**src/rtl/prog_loader_pkg.sv**
```systemverilog
// Shared encodings and constants for the program loader / register dumper.
package prog_loader_pkg;

  localparam int NUM_REGS  = 32;
  localparam int XLEN      = 32;
  localparam int RF_ADDR_W = 5;

  localparam logic [2:0] ST_LOAD = 3'd0;
  localparam logic [2:0] ST_HOLD = 3'd1;
  localparam logic [2:0] ST_RUN  = 3'd2;
  localparam logic [2:0] ST_DUMP = 3'd3;
  localparam logic [2:0] ST_DONE = 3'd4;

  typedef enum logic [2:0] {
    LOAD = ST_LOAD,
    HOLD = ST_HOLD,
    RUN  = ST_RUN,
    DUMP = ST_DUMP,
    DONE = ST_DONE
  } state_t;

  localparam logic [RF_ADDR_W-1:0] LAST_REG = RF_ADDR_W'(NUM_REGS - 1);

  // Word count to byte address of the first word past the program.
  function automatic logic [XLEN-1:0] word_to_byte(input logic [XLEN-1:0] words);
    return words << 2;
  endfunction

endpackage

```
**src/rtl/prog_loader.sv**
```systemverilog
// Streams a program into instruction memory, runs the core until its PC leaves
// the program (or a timeout), then streams the frozen register file out.
module prog_loader
  import prog_loader_pkg::*;
#(
  parameter int IMEM_DEPTH  = 256,
  parameter int ADDR_W      = 8,
  parameter int RST_HOLD    = 2,
  parameter int RUN_TIMEOUT = 65535
) (
  input  logic                 Clk_Core,
  input  logic                 Rst_Core,
  input  logic [XLEN-1:0]      Load_Data,
  input  logic                 Load_Valid,
  input  logic                 Load_Last,
  output logic                 Load_Ready,
  output logic                 Imem_Wr_En,
  output logic [ADDR_W-1:0]    Imem_Wr_Addr,
  output logic [XLEN-1:0]      Imem_Wr_Data,
  output logic                 Core_Rst_N,
  input  logic [XLEN-1:0]      Core_PC,
  output logic [RF_ADDR_W-1:0] Rf_Rd_Addr,
  input  logic [XLEN-1:0]      Rf_Rd_Data,
  output logic [XLEN-1:0]      Dump_Data,
  output logic                 Dump_Valid,
  output logic                 Dump_Last,
  input  logic                 Dump_Ready,
  output logic                 Done,
  output logic                 Timeout
);

  localparam logic [ADDR_W-1:0]    PTR_FULL   = ADDR_W'(IMEM_DEPTH - 1);
  localparam logic [ADDR_W-1:0]    PTR_ONE    = ADDR_W'(1);
  localparam logic [ADDR_W:0]      CNT_ONE    = (ADDR_W + 1)'(1);
  localparam logic [XLEN-1:0]      TIMER_LAST = XLEN'(RUN_TIMEOUT - 1);
  localparam logic [XLEN-1:0]      HOLD_LAST  = XLEN'(RST_HOLD - 1);
  localparam logic [XLEN-1:0]      XLEN_ONE   = XLEN'(1);
  localparam logic [RF_ADDR_W-1:0] IDX_ONE    = RF_ADDR_W'(1);

  state_t                 state_r;
  logic [ADDR_W-1:0]      wr_ptr_r;
  logic [ADDR_W:0]        count_r;
  logic [XLEN-1:0]        timer_r;
  logic [XLEN-1:0]        hold_cnt_r;
  logic [XLEN-1:0]        target_r;
  logic [RF_ADDR_W-1:0]   idx_r;

  logic                   load_ready_r;
  logic                   imem_wr_en_r;
  logic [ADDR_W-1:0]      imem_wr_addr_r;
  logic [XLEN-1:0]        imem_wr_data_r;
  logic                   core_rst_n_r;
  logic                   dump_valid_r;
  logic                   dump_last_r;
  logic                   done_r;
  logic                   timeout_r;

  logic                   accept_s;
  logic                   load_end_s;
  logic                   pc_hit_s;
  logic                   timer_hit_s;
  logic                   beat_s;

  // Handshake and terminal-condition decode for the sequencer.
  always_comb begin
    accept_s    = Load_Valid & load_ready_r;
    load_end_s  = accept_s & (Load_Last | (wr_ptr_r == PTR_FULL));
    pc_hit_s    = (Core_PC == target_r);
    timer_hit_s = (timer_r == TIMER_LAST);
    beat_s      = dump_valid_r & Dump_Ready;
  end

  // Load / hold / run / dump sequencer with all outputs registered.
  always_ff @(posedge Clk_Core) begin
    if (Rst_Core) begin
      state_r        <= LOAD;
      wr_ptr_r       <= {ADDR_W{1'b0}};
      count_r        <= {(ADDR_W + 1){1'b0}};
      timer_r        <= {XLEN{1'b0}};
      hold_cnt_r     <= {XLEN{1'b0}};
      target_r       <= {XLEN{1'b0}};
      idx_r          <= {RF_ADDR_W{1'b0}};
      load_ready_r   <= 1'b0;
      imem_wr_en_r   <= 1'b0;
      imem_wr_addr_r <= {ADDR_W{1'b0}};
      imem_wr_data_r <= {XLEN{1'b0}};
      core_rst_n_r   <= 1'b0;
      dump_valid_r   <= 1'b0;
      dump_last_r    <= 1'b0;
      done_r         <= 1'b0;
      timeout_r      <= 1'b0;
    end else begin
      case (state_r)
        LOAD: begin
          core_rst_n_r <= 1'b0;
          if (accept_s) begin
            imem_wr_en_r   <= 1'b1;
            imem_wr_addr_r <= wr_ptr_r;
            imem_wr_data_r <= Load_Data;
            count_r        <= count_r + CNT_ONE;
            if (wr_ptr_r != PTR_FULL) begin
              wr_ptr_r <= wr_ptr_r + PTR_ONE;
            end else begin
              wr_ptr_r <= wr_ptr_r;
            end
          end else begin
            imem_wr_en_r <= 1'b0;
          end
          if (load_end_s) begin
            state_r      <= HOLD;
            load_ready_r <= 1'b0;
          end else begin
            load_ready_r <= 1'b1;
          end
        end
        HOLD: begin
          // The final write issued by LOAD is on the bus during the first HOLD cycle.
          imem_wr_en_r <= 1'b0;
          load_ready_r <= 1'b0;
          target_r     <= word_to_byte(XLEN'(count_r));
          if (hold_cnt_r >= HOLD_LAST) begin
            state_r      <= RUN;
            hold_cnt_r   <= {XLEN{1'b0}};
            core_rst_n_r <= 1'b1;
          end else begin
            hold_cnt_r   <= hold_cnt_r + XLEN_ONE;
            core_rst_n_r <= 1'b0;
          end
        end
        RUN: begin
          timer_r <= timer_r + XLEN_ONE;
          if (pc_hit_s || timer_hit_s) begin
            // PC match has priority, so Timeout only flags a genuine overrun.
            state_r      <= DUMP;
            core_rst_n_r <= 1'b0;
            dump_valid_r <= 1'b1;
            dump_last_r  <= (LAST_REG == {RF_ADDR_W{1'b0}});
            idx_r        <= {RF_ADDR_W{1'b0}};
            timeout_r    <= ~pc_hit_s;
          end else begin
            core_rst_n_r <= 1'b1;
          end
        end
        DUMP: begin
          core_rst_n_r <= 1'b0;
          if (beat_s) begin
            if (idx_r == LAST_REG) begin
              state_r      <= DONE;
              dump_valid_r <= 1'b0;
              dump_last_r  <= 1'b0;
              done_r       <= 1'b1;
            end else begin
              idx_r       <= idx_r + IDX_ONE;
              dump_last_r <= (idx_r == (LAST_REG - IDX_ONE));
            end
          end else begin
            idx_r <= idx_r;
          end
        end
        DONE: begin
          core_rst_n_r <= 1'b0;
          dump_valid_r <= 1'b0;
          dump_last_r  <= 1'b0;
          done_r       <= 1'b1;
        end
        default: begin
          state_r      <= LOAD;
          load_ready_r <= 1'b0;
          imem_wr_en_r <= 1'b0;
          core_rst_n_r <= 1'b0;
          dump_valid_r <= 1'b0;
          dump_last_r  <= 1'b0;
        end
      endcase
    end
  end

  assign Load_Ready   = load_ready_r;
  assign Imem_Wr_En   = imem_wr_en_r;
  assign Imem_Wr_Addr = imem_wr_addr_r;
  assign Imem_Wr_Data = imem_wr_data_r;
  assign Core_Rst_N   = core_rst_n_r;
  assign Rf_Rd_Addr   = idx_r;
  // Register file read is combinational from the registered index, so data holds with idx.
  assign Dump_Data    = dump_valid_r ? Rf_Rd_Data : {XLEN{1'b0}};
  assign Dump_Valid   = dump_valid_r;
  assign Dump_Last    = dump_last_r;
  assign Done         = done_r;
  assign Timeout      = timeout_r;

endmodule

```
**config.mk**
```make
export PLATFORM = sky130hd
export DESIGN_NAME = prog_loader
export DESIGN_NICKNAME = d
export VERILOG_FILES = /design/src/rtl/prog_loader_pkg.sv /design/src/rtl/prog_loader.sv
export SDC_FILE = /design/constraint.sdc
export NUM_CORES = 1
export LEC_CHECK = 0
export BUFFER_PORTS_ARGS = -buffer_cell sky130_fd_sc_hd__buf_2
export CAP_MARGIN = 15
export CORE_ASPECT_RATIO = 0.7
export CORE_UTILIZATION = 47
export DETAILED_ROUTE_END_ITERATION = 16
export PLACE_DENSITY = 0.77
export SLEW_MARGIN = 20
export SYNTH_ARGS = -nofsm -noshare
export SYNTH_HDL_FRONTEND = slang
export SYNTH_SLANG_ARGS = --single-unit
```
**constraint.sdc**
```tcl
create_clock -name Clk_Core -period 2.3 [get_ports Clk_Core]
set_clock_uncertainty 0.2 [all_clocks]
set_input_delay 0.46 -clock Clk_Core [delete_from_list [all_inputs] [get_ports Clk_Core]]
set_output_delay 0.46 -clock Clk_Core [all_outputs]
set_load 0.01 [all_outputs]
```
## After elaboration in Yosys (flattened, before gate mapping)

Cells that the tools add are included.
W data, S select, Z words.

| storage, ports and cells | value |
|---|---|
| output and inout port bits | 84 |
| word-level logic and storage cells | 89 |
| bits in registers | 145 |
| input bits | 101 |

| operators by class | value |
|---|---|
| order comparisons | 1 |
| reductions and logical operators | 14 |
| add/sub/neg operators | 5 |
| muxes and demuxes | 30 |
| eq/ne operators | 16 |
| bitwise gates (word level) | 7 |

Operators by type and width:

| kind | count |
|---|---|
| $add A32 B1 Y32 const B | 2 |
| $mux W32 | 2 |
| $eq A32 B11 Y1 | 1 |
| $eq A32 B16 Y1 const B | 1 |
| $ge A32 B1 Y1 const B | 1 |
| $mux W3 | 5 |
| $mux W5 | 3 |
| $pmux W3 S5 | 1 |
| $mux W1 | 12 |
| $ne A2 B2 Y1 const B | 6 |
| $eq A5 B5 Y1 const B | 2 |
| $pmux W5 S2 | 1 |
| $add A9 B1 Y9 const B | 1 |
| $reduce_and A3 Y1 | 3 |
| $add A8 B1 Y8 const B | 1 |
| $eq A8 B8 Y1 const B | 1 |
| $ne A8 B8 Y1 const B | 1 |
| $pmux W1 S2 | 4 |
| $reduce_and A4 Y1 | 2 |
| $eq A3 B2 Y1 const B | 2 |
| $pmux W1 S3 | 2 |
| $reduce_and A6 Y1 | 1 |
| $add A5 B1 Y5 const B | 1 |
| $reduce_and A2 Y1 | 2 |
| other kinds (10) | 15 |

## Longest topological paths before layout

| depth | value |
|---|---|
| depth after elaboration | 5 |
| gate-level depth with buffers | 10 |
| depth with buffers taken out | 9 |

## Worst setup path before layout

No wires, ideal clock.

| timing | value |
|---|---|
| path kind | input-to-reg |
| start point | input Core_PC[13] |
| end point | register idx_r[4] (netlist: Rf_Rd_Addr[4]) |
| arrival | 1.871 ns |
| slack | 0.112 ns |
| cell stages on the path | 6 |
| setup time | 0.117 ns |
| path buffers | 0 |
| required time | 1.983 ns |
| path through | nor4_1 nand4_1 nor4_1 o31a_2 mux2i_1 nor2_1 |

| on the way | value |
|---|---|
| longest elaborated chain between the ends | 4 |

RTL lines:

| what | line | text |
|---|---|---|
| start: declaration | prog_loader.sv:21 | `input logic [XLEN-1:0] Core_PC,` |
| $eq A32 B11 Y1 | prog_loader.sv:68 | `pc_hit_s = (Core_PC == target_r);` |
| $logic_or A1 B1 Y1 | prog_loader.sv:132 | `if (pc_hit_s \|\| timer_hit_s) begin` |
| $ne A2 B2 Y1 (no source line) | - |  |
| $reduce_and A4 Y1 (no source line) | - |  |
| end signal: assignment | prog_loader.sv:82 | `idx_r <= {RF_ADDR_W{1'b0}};` |
| end signal: assignment | prog_loader.sv:138 | `idx_r <= {RF_ADDR_W{1'b0}};` |
| end signal: assignment | prog_loader.sv:153 | `idx_r <= idx_r + IDX_ONE;` |
| end: declaration | prog_loader.sv:46 | `logic [RF_ADDR_W-1:0] idx_r;` |

Every way passes these cells.
A chain may end at the register's enable or synchronous reset.

## Worst setup path in the final report

| timing | value |
|---|---|
| start point | register timer_r[0] |
| end point | register idx_r[4] (netlist: Rf_Rd_Addr[4]) |

| on the way | value |
|---|---|
| longest elaborated chain between the ends | 4 |

RTL lines:

| what | line | text |
|---|---|---|
| start: declaration | prog_loader.sv:43 | `logic [XLEN-1:0] timer_r;` |
| start signal: assignment | prog_loader.sv:79 | `timer_r <= {XLEN{1'b0}};` |
| start signal: assignment | prog_loader.sv:131 | `timer_r <= timer_r + XLEN_ONE;` |
| $eq A32 B16 Y1 | prog_loader.sv:69 | `timer_hit_s = (timer_r == TIMER_LAST);` |
| $logic_or A1 B1 Y1 | prog_loader.sv:132 |  |
| $ne A2 B2 Y1 (no source line) | - |  |
| $reduce_and A4 Y1 (no source line) | - |  |

Every way passes these cells.

==> run_results.csv <==
group,metric,value,unit
synth,ys_seq_area_frac,0.461,
worst_hold_path,hp-class,"input port to flop",
power,ir_worst_vdd,0.617,mV
synth,syn_inst,757,
sta,fmax,463,MHz
clock_tree,worstSkewPairLatency,0.42,ns
job,cap_violations,0,
global_routing,grt_pass1_wl,24200,um
floorplanning,io_pins,185,
synth,synth_edf_count,0,
place,io_buffers,184,
sta,finalCriticalPeriod,2.16,ns
critical_path,cp_cell_sequence,"inv_1, ha_1, or4b_2, nor3_2, buf_4, o31a_2, mux2i_1, nor2_1",
synth,yosysMostFrequentCell,"dfxtp_1",
critical_path,startpoint_type,"flop",
final_layout,utilization,0.639,
global_routing,grt_start_max_net_pins,106,
global_routing,antenna_found_initial,0,
power,p_leak,3.48,nW
floorplanning,num_rows,34,
floorplanning,dieHeight,98.8,um
synth,synth_area_leaders,"dfxtp_1 (46%), nand2_1 (7.8%), a21oi_1 (6.0%), nor2_1 (5.7%), xnor2_1 (4.3%)",
synth,synth.distinct_cells,46,
sta,tightest_slew,0.469,ns
synth,ys_warn_count,0,
clock_tree,cts_max_level,4,
detailed_routing,drt-vias-per-instance,5.13,
clock_tree,numCtsBuffers,17,
place,gp_congestion,0.790,
detailed_routing,post_drt_wl_per_cell,13.2,um
sta,slew_headroom,0.687,
detailed_routing,vias,5795,
synth,ys_seq_elements,145,
synth,yosys-top-cells-count,"dfxtp_1 (145), nand2_1 (131), nor2_1 (96)",
synth,syn_nets,868,
power,p_total,0.00583,W
global_routing,grt_pass1_vias,5084,
critical_path,critical-path-max-stage-delay,0.59,ns
synth,synth_area_per_cell,8.32,um^2
sta,finalMaxSlewViolations,0,
clock_tree,clock_path_buffers,2,
critical_path,critPathCaptureType,"flop",
critical_path,cp_max_fo,6,
clock_tree,cts-root-buf,"clkbuf_16",
sta,timing.final.crit_share,0.939,
floorplanning,start_util,0.495,
floorplanning,die_w,140,um
detailed_routing,first_iter_violations,364,
floorplanning,die_area,13900,um^2
detailed_routing,drt_pass1_iterations,5,
detailed_routing,wirelength,14900,um
floorplanning,fp.coreArea,12700,um^2
synth,yosysTopAreaCell,"dfxtp_1",
global_routing,overflow,0,
outcome,status,"complete, no violations",
critical_path,arrival,2.26,ns
sta,finalSetupViolCount,0,
critical_path,criticalPathCategory,"flop to flop",
power,power_density,718,nW/um^2
global_routing,grt.total_usage,0.216,
critical_path,cp.required,2.40,ns
clock_tree,cts_tree,"yes",
synth,async_flop_share,0,
detailed_routing,drc,0,
synth,synth_flop_cell,"dfxtp_1",
final_layout,area_growth,29.1,%
place,hpwl,10500,um
synth,yosysTopAreaCellShare,0.461,
final_layout,antenna_cells,0,
final_layout,nets,1066,
critical_path,crit_slowest_cell,"or4b_2",
clock_tree,clock_sinks,145,
clock_tree,clk_pin_slew,0.07,ns
sta,final_hold_viol_count,0,
detailed_routing,ant_nets,0,
final_layout,drive_gt1_frac,0.274,
synth,netlist_area,6300,um^2
## report_power, final
group          total, W  switching [W]  internal [W]
Clock           0.00262        0.00119       0.00143
Sequential      0.00264      0.0000550       0.00258
Combinational  0.000572       0.000322      0.000250
Total           0.00583        0.00157       0.00426
## metrics by stage
stage,TNS (ns),instance area [um^2],worst slack (ns),cells,hold WS (ns)
after floorplan,0,6300,0.112,757,0.237
after global placement,0,7520,0.102,1095,0.234
after detailed placement,0,7520,0.0120,1095,0.241
after CTS,0,8090,0.0885,1127,0.0613
after global routing,-0.0292,8130,-0.0292,1130,0.0685
final,0,8130,0.140,1130,0.0665
## flip-flops by register name, summed over array words and instances (netlist names), 5 cells and up
signal        cells
Imem_Wr_Data     32
wr_ptr_r          8
Rf_Rd_Addr        5
hold_cnt_r       32
Imem_Wr_Addr      8
count_r           9
timer_r          32
target_r          9
## final cells by class
cell class	instances	area, um^2
sequential	145	2900
tap	162	203
inverter	9	33.8
multi-input combinational	567	3240
clock inverter	15	140
timing repair buffer	215	1180
fill	1111	4590
clock buffer	17	425
## worst max-delay path: cells and delay by family (launching register included)
family | cells | cell delay, ns
flops | 1 | 0.31
mux | 1 | 0.19
buf+inv | 2 | 0.21
fa+ha+maj | 1 | 0.14
simple gates | 3 | 0.82
compound gates | 1 | 0.17
## repair_timing
item / CTS / global route
endpoints found under the setup margin: 12 / 39
hold buffers: 0 / 0
resized for setup: 1 / 6
pin swaps: 0 / 0
setup buffers: 0 / 3
cloned: 0 / 0
## worst paths after layout
kind	from	to	slack (ns)	cells after the start
min	Load_Data[28]	Imem_Wr_Data[28]	0.07	3
max reg2reg	timer_r[0]	Rf_Rd_Addr[4]	0.14	8
max	timer_r[0]	Rf_Rd_Addr[4]	0.14	8
min reg2reg	Done	Done	0.25	2
## cell usage in the layout, fill, tap and decap left out, drive strengths merged, types with 3 or more instances in the layout
| cell type | instances |
|---|---|
| nor3 | 14 |
| a211oi | 3 |
| and4 | 13 |
| a41oi | 3 |
| nor4 | 19 |
| buf | 215 |
| o21ai | 11 |
| a31oi | 11 |
| ha | 10 |
| xor2 | 24 |
| inv | 17 |
| clkinv | 5 |
| nor2 | 96 |
| xnor2 | 31 |
| dfxtp | 145 |
| nor2b | 4 |
| nand2 | 131 |
| or3 | 8 |
| nor3b | 3 |
| a21oi | 75 |
| and3 | 13 |
| nand4 | 23 |
| and2 | 35 |
| nand3 | 22 |
| clkbuf | 17 |
## logic make-up after synthesis
logic type                 after synthesis  share of synthesized area
adders and majority gates               10                     0.0199
muxes                                    1                    0.00159
buffers and inverters                   45                     0.0284
DFF                                    145                      0.461
xor gates and xnor gates                55                     0.0765
and+or+nand+nor                        388                      0.312
AOI/OAI and AO/OA                      113                      0.101
## layer usage
metal,vias up,track usage,share of wire
li1,2998,-,-
met1,2638,0.295,0.49
met2,147,0.342,0.46
met3,12,0.0530,0.047
met4,0,0.0583,0.0080
met5,-,0,0
Power figures use the tool's default switching activity.
